--- src/rtl/mem_ctrl_pkg.sv ---
// mem_ctrl_pkg: shared types and defaults for the memory controller slice.
// Holds the FSM state encoding, the default word/address sizes, the default
// write-protection limit and the wait-counter load helper.
package mem_ctrl_pkg;

    // Default data word width of the accumulator CPU
    localparam int WORDSIZE       = 16;
    // Default word-address width; RAM depth is 2**ADDRSIZE words
    localparam int ADDRSIZE       = 8;
    // Addresses below this are write-protected when protection is built in
    localparam int DEF_PROT_LIMIT = 96;
    // Width of the wait-state down-counter (0..15 wait states)
    localparam int CNT_W          = 4;

    typedef enum logic [1:0] {
        MC_IDLE   = 2'd0,
        MC_WAIT   = 2'd1,
        MC_ACCESS = 2'd2,
        MC_ACK    = 2'd3
    } mc_state_t;

    // Value loaded into the wait counter on accept: the WAIT state exits
    // when the counter reaches zero, so it starts at cycles-1.
    function automatic logic [CNT_W-1:0] wait_load(input int cycles);
        if (cycles > 0) begin
            return CNT_W'(cycles - 1);
        end
        return '0;
    endfunction

endpackage

--- src/rtl/mem_array.sv ---
// mem_array: single-port synchronous RAM, read-first, with a registered
// read port. Kept as its own module so it can be replaced by a vendor
// macro with the same port list. Contents are not reset.
module mem_array #(
    parameter int DATA_W = 16,
    parameter int ADDR_W = 8
) (
    input  logic              clk,
    input  logic              we,
    input  logic [ADDR_W-1:0] addr,
    input  logic [DATA_W-1:0] d_in,
    output logic [DATA_W-1:0] d_out
);

    logic [DATA_W-1:0] mem [2**ADDR_W];

    // Write port and registered read-first read port share one address
    always_ff @(posedge clk) begin
        if (we) begin
            mem[addr] <= d_in;
        end
        d_out <= mem[addr];
    end

endmodule

--- src/rtl/mem_ctrl.sv ---
// mem_ctrl: request/ack memory controller in front of the on-chip RAM.
// A hello request is latched in IDLE, optionally delayed by WAIT_CYCLES
// wait states, serviced in a single ACCESS cycle and acknowledged with a
// four-phase ack that is held until hello drops.
// Optional feature: define MEM_CTRL_WPROT_EN to drop writes to addresses
// below PROT_LIMIT and flag them on mem_wp_err_o.
module mem_ctrl
    import mem_ctrl_pkg::*;
#(
    parameter int DATA_W      = WORDSIZE,
    parameter int ADDR_W      = ADDRSIZE,
    parameter int WAIT_CYCLES = 2,
    parameter int PROT_LIMIT  = DEF_PROT_LIMIT
) (
    input  logic              mem_clk_i,
    input  logic              mem_rst_n_i,
    input  logic              mem_hello_i,
    input  logic              mem_we_i,
    input  logic [ADDR_W-1:0] mem_addr_i,
    input  logic [DATA_W-1:0] mem_data_i,
    output logic              mem_ack_o,
    output logic [DATA_W-1:0] mem_data_o,
    output logic              mem_busy_o,
    output logic              mem_wp_err_o
);

    // Parameter sanity: the wait counter is 4 bits wide and the protection
    // limit must lie inside the backed address range.
    if (WAIT_CYCLES < 0 || WAIT_CYCLES > 15) begin : g_bad_wait
        $error("mem_ctrl: WAIT_CYCLES must be in 0..15");
    end
    if (PROT_LIMIT < 0 || PROT_LIMIT > (2**ADDR_W)) begin : g_bad_prot
        $error("mem_ctrl: PROT_LIMIT outside the address range");
    end

    mc_state_t         state;
    mc_state_t         state_nx;
    logic [CNT_W-1:0]  cnt;
    logic [CNT_W-1:0]  cnt_nx;

    logic              req_we;
    logic [ADDR_W-1:0] req_addr;
    logic [DATA_W-1:0] req_data;

    logic              ack;
    logic              busy;
    logic              wp_err;
    logic [DATA_W-1:0] rd_data;

    logic              ack_nx;
    logic              busy_nx;
    logic              wp_err_nx;
    logic              rd_load;

    logic              accept;
    logic              prot_hit;
    logic              ram_we;
    logic [ADDR_W-1:0] ram_addr;
    logic [DATA_W-1:0] ram_q;

    assign accept = (state == MC_IDLE) && mem_hello_i;

    // The RAM is addressed straight from the bus while idle so that the
    // read-first output already holds RAM[addr] by the ACCESS cycle, even
    // with zero wait states. Afterwards the latched address is used.
    assign ram_addr = (state == MC_IDLE) ? mem_addr_i : req_addr;

`ifdef MEM_CTRL_WPROT_EN
    // Writes into the low region (exception vectors) are dropped
    assign prot_hit = req_we && (int'(req_addr) < PROT_LIMIT);
`else
    assign prot_hit = 1'b0;
`endif

    mem_array #(
        .DATA_W(DATA_W),
        .ADDR_W(ADDR_W)
    ) u_ram (
        .clk  (mem_clk_i),
        .we   (ram_we),
        .addr (ram_addr),
        .d_in (req_data),
        .d_out(ram_q)
    );

    // State register with synchronous active-low reset
    always_ff @(posedge mem_clk_i) begin
        if (!mem_rst_n_i) begin
            state <= MC_IDLE;
        end else begin
            state <= state_nx;
        end
    end

    // Wait-state counter with synchronous active-low reset
    always_ff @(posedge mem_clk_i) begin
        if (!mem_rst_n_i) begin
            cnt <= '0;
        end else begin
            cnt <= cnt_nx;
        end
    end

    // Request registers capture the bundle on accept; no reset needed
    always_ff @(posedge mem_clk_i) begin
        if (accept) begin
            req_we   <= mem_we_i;
            req_addr <= mem_addr_i;
            req_data <= mem_data_i;
        end
    end

    // Next-state and next-count logic
    always_comb begin
        state_nx = state;
        cnt_nx   = cnt;
        unique case (state)
            MC_IDLE: begin
                if (mem_hello_i) begin
                    cnt_nx = wait_load(WAIT_CYCLES);
                    if (WAIT_CYCLES > 0) begin
                        state_nx = MC_WAIT;
                    end else begin
                        state_nx = MC_ACCESS;
                    end
                end
            end
            MC_WAIT: begin
                if (cnt == '0) begin
                    state_nx = MC_ACCESS;
                end else begin
                    cnt_nx = cnt - 1'b1;
                end
            end
            MC_ACCESS: begin
                state_nx = MC_ACK;
            end
            MC_ACK: begin
                // hello still high keeps us here: one access per request
                if (!mem_hello_i) begin
                    state_nx = MC_IDLE;
                end
            end
            default: begin
                state_nx = MC_IDLE;
            end
        endcase
    end

    // Output decode: next values of the registered outputs and RAM strobes
    always_comb begin
        ack_nx    = ack;
        busy_nx   = (state_nx != MC_IDLE);
        wp_err_nx = 1'b0;
        rd_load   = 1'b0;
        ram_we    = 1'b0;
        unique case (state)
            MC_ACCESS: begin
                ack_nx = 1'b1;
                if (req_we) begin
                    if (prot_hit) begin
                        wp_err_nx = 1'b1;
                    end else begin
                        // a reset on the same edge wins and drops the write
                        ram_we = mem_rst_n_i;
                    end
                end else begin
                    rd_load = 1'b1;
                end
            end
            MC_ACK: begin
                if (!mem_hello_i) begin
                    ack_nx = 1'b0;
                end
            end
            default: begin
                ack_nx = 1'b0;
            end
        endcase
    end

    // Registered outputs; read data only changes on a read ACCESS
    always_ff @(posedge mem_clk_i) begin
        if (!mem_rst_n_i) begin
            ack     <= 1'b0;
            busy    <= 1'b0;
            wp_err  <= 1'b0;
            rd_data <= '0;
        end else begin
            ack    <= ack_nx;
            busy   <= busy_nx;
            wp_err <= wp_err_nx;
            if (rd_load) begin
                rd_data <= ram_q;
            end
        end
    end

    assign mem_ack_o    = ack;
    assign mem_busy_o   = busy;
    assign mem_wp_err_o = wp_err;
    assign mem_data_o   = rd_data;

endmodule

--- config.mk ---
export PLATFORM = sky130hd
export DESIGN_NAME = mem_ctrl
export DESIGN_NICKNAME = d
export VERILOG_FILES = /design/src/rtl/mem_ctrl_pkg.sv /design/src/rtl/mem_array.sv /design/src/rtl/mem_ctrl.sv
export SDC_FILE = /design/constraint.sdc
export NUM_CORES = 2
export LEC_CHECK = 0
export CAP_MARGIN = 5
export CORE_UTILIZATION = 39
export CTS_BUF_LIST = sky130_fd_sc_hd__clkbuf_4
export DETAILED_ROUTE_END_ITERATION = 6
export GPL_TIMING_DRIVEN = 0
export MAX_ROUTING_LAYER = met4
export PLACE_DENSITY = 0.54
export SLEW_MARGIN = 20
export SYNTH_ARGS = -nofsm -noshare
export SYNTH_HDL_FRONTEND = slang
export SYNTH_SLANG_ARGS = --single-unit
export TNS_END_PERCENT = 1
--- constraint.sdc ---
create_clock -name mem_clk_i -period 3.8 [get_ports mem_clk_i]
set_input_delay 0.76 -clock mem_clk_i [delete_from_list [all_inputs] [get_ports mem_clk_i]]
set_output_delay 0.76 -clock mem_clk_i [all_outputs]
set_load 0.005 [all_outputs]
==> flow_summary.ini <==
[global_routing]
grt_pass1_vias = 94463
top_usage_layer = met2
met1_usage = 0.344
overflow = 0
grt_antenna_before_repair = 32
gr-usage-met2 = 0.404
grt_usage = 0.274
grt_max_degree = 26
grt_pass1_wl_mm = 719
grtUsageMet3 = 0.0703

[worst_setup_path]
r2r_setup_slack_ns = -0.23
crit_type = flip-flop to flip-flop
r2r_start = state[0]
end_kind = flip-flop
r2r_end = u_ram.d_out[0]
crit_arrival_ns = 5.62
critPathMaxFanout = 10
worstPathRequired_ns = 5.40
startpoint_type = flip-flop
ff2ff_path_depth = 11

[synth]
yosysSeqAreaShare = 0.816
synthesis.nets = 8675
synthTopCellsByArea = edfxtp_1 81%, a22oi_1 10%, a21oi_1 3.4%
yosysTopAreaCell = edfxtp_1
synth_commonest_cells = 4,121 x edfxtp_1, 2,048 x a22oi_1, 1,028 x a21oi_1
synth_seq_cells = 4161
yosys_warnings = 0
synthArstFlopShare = 0
synth_top_cell_area_share = 0.810
yosysUniqueCellTypes = 46
synthFlopType = edfxtp_1
yosysMostFrequentCell = edfxtp_1
synth_cells = 8645
avgSynthCellArea_um2 = 17.7
synth_edf_count = 4121
syn-cell-area_um2 = 153000

[clocking]
clockBufferDepth = 5
htreeDepth = 7
clock-root-buffer = clkbuf_4
cts_sinks = 4161
cts_tree = done
clk_pin_slew_worst_paths_ns = 0.07
worstSkewPairLatency_ns = 1.73
cts-buffers-inserted = 1131

[finish]
drive_gt1_frac = 0.294
final_area_um2 = 187000
n_fill_cell = 32561
final_util = 0.480
final_nets = 10388
multi_input_area_um2 = 30900
seq_area_um2 = 125000
area_growth_pct = 22.5

[flow_run]
drv_cap = 0

[timing]
period_needed_ns = 4.03
hold_viol_final = 0
tightest_slew_ns = 1.27
finalSetupViolCount = 409
skew_ns = 0.165
slew_headroom = 0.157
finalCritPeriodShare = 1.06
fmax_mhz = 248
rsz0062_at_grt = true
setup_ws_ns = -0.225
slew_violations = 0
whs_ns = 0.195
tns_ns = -17.06

[status]
status = complete, but fails checks
violations = DRC, setup timing

[drt]
drt_first_pass_iters = 7
num_vias = 96422
wl_per_cell_um = 32.7
ant_nets = 0
drc = 11
drtIter0Drc = 13005
drt-total-wl_mm = 531
detail_route.vias_per_cell = 5.93

[floorplanning]
ios = 47
initial_core_util = 0.392
die_h_um = 628
die-width_um = 628
row_count = 229
core_um2 = 389000
dieArea_um2 = 394000

[placement]
placed_area_um2 = 168000
gp_congestion = 0.995
io_buffers = 45
dpl.hpwl_mm = 379
place_ws_ns = -2.76

[power_and_ir_drop]
leakage_uw = 0.0590
irDropWorstVdd_mv = 0.337
power.density_nw_per_um2 = 577

[hold_path]
holdPathEnd = req_data[10]
hp-start = mem_data_i[10]
hp-class = input pin to flip-flop
holdPathStages = 2
-- per-stage QoR --
step	instances	power (µW)
floorplan	8645	60300
global placement	13887	68400
detailed placement	14302	69200
CTS	16167	107000
global route	16238	111000
finish	16249	108000
-- critical path, cell delays in order (launching register included) --
cell,delay [ns]
dfxtp_2,0.36
or2_1,0.22
buf_4,0.17
o21ai_1,0.28
buf_6,0.43
buf_4,0.51
clkbuf_4,0.44
a22oi_1,0.11
a21oi_1,0.43
o41ai_4,0.21
a41oi_2,0.51
or4_1,0.22
-- flip-flops by register name, summed over array words and instances, names as in the netlist --
register	cells
mem_ack_o	1
mem_data_o	16
cnt	4
req_data	16
u_ram.mem	4096
req_addr	8
state	2
mem_busy_o	1
req_we	1
u_ram.d_out	16
-- area by class of cell --
type,count,area share
sequential,4161,0.666
multi-input combinational,3828,0.165
clock buffer,1571,0.0631
timing repair buffer,581,0.0449
tap,5197,0.0348
buffer,649,0.0193
clock inverter,217,0.00646
antenna,39,0.000522
inverter,6,0.000120
-- power by group --
| group | internal (µW) | total [µW] | switching [µW] |
|---|---|---|---|
| clock network | 19700 | 37600 | 17900 |
| logic | 5190 | 18700 | 13500 |
| registers | 51300 | 51500 | 174 |
-- worst max path at each step --
stage | from | end | slack [ns] | cells after the start
floorplan | req_data[0] | u_ram.mem[0][0] | -0.25 | 0
CTS | state[0] | u_ram.d_out[14] | -0.42 | 10
finish | state[0] | u_ram.d_out[0] | -0.23 | 11
detailed placement | mem_addr_i[0] | u_ram.mem[161][2] | -2.76 | 9
global route | state[0] | u_ram.d_out[0] | -0.19 | 11
global placement | req_data[7] | u_ram.mem[104][7] | -6.63 | 0
-- layout by cell type (no fill, tap or decap), types with 9 or more instances in the layout --
master           synthesis  layout
edfxtp_1              4121    4121
a22oi_1               2048    2039
clkbuf_4                 0    1603
a21oi_1               1028     974
buf_8                    0     240
buf_2                  219     216
nor2_4                   1     183
clkinv_1                 0     161
clkbuf_2                 0     158
clkbuf_1               379     153
buf_4                    7     126
o41ai_4                  0     110
o41ai_2                  0     105
buf_6                   10      98
nor2_2                   0      74
buf_16                   0      60
buf_12                   0      58
a21oi_2                  0      54
clkdlybuf4s50_1          0      45
nand2_1                 54      42
o41ai_1                256      41
diode_2                  0      39
dfxtp_1                 40      39
a41oi_1                 64      27
dlygate4sd3_1            0      27
a41oi_4                  0      25
clkinv_2                 0      22
a21boi_0                16      16
inv_2                    0      16
nand3_4                  0      14
or4_1                   17      13
bufinv_16                0      13
a41oi_2                  0      12
nand3_1                 27      11
buf_1                   35      11
nand2b_1                10      10
nand2_2                  0       9
a22oi_2                  0       9
-- per-layer routing --
layer | wire, µm | vias to the layer above
li1 | - | 40398
met2 | 243000 | 5631
met1 | 206000 | 49200
met4 | 30000 | 0
met5 | 0 | -
met3 | 52700 | 1193
-- what timing repair did --
item	CTS	global route
hold buffers	27	0
endpoints found under the setup margin	4117	3545
pin swaps	44	67
gates resized for setup	542	589
hold endpoints to repair	33	0
cloned	0	0
setup buffers	50	44
-- cells by family after synthesis --
group / Yosys count / share of synthesized area
DFF: 4161 / 0.816
AOI/OAI and AO/OA: 3436 / 0.155
buffers and inverters: 656 / 0.0186
and+or+nand+nor: 387 / 0.0108
xor gates and xnor gates: 2 / 0.000115
adders and majority gates: 2 / 0.000164
other: 1 / 0.0000246
No activity file was read; power rests on OpenSTA's default activity.
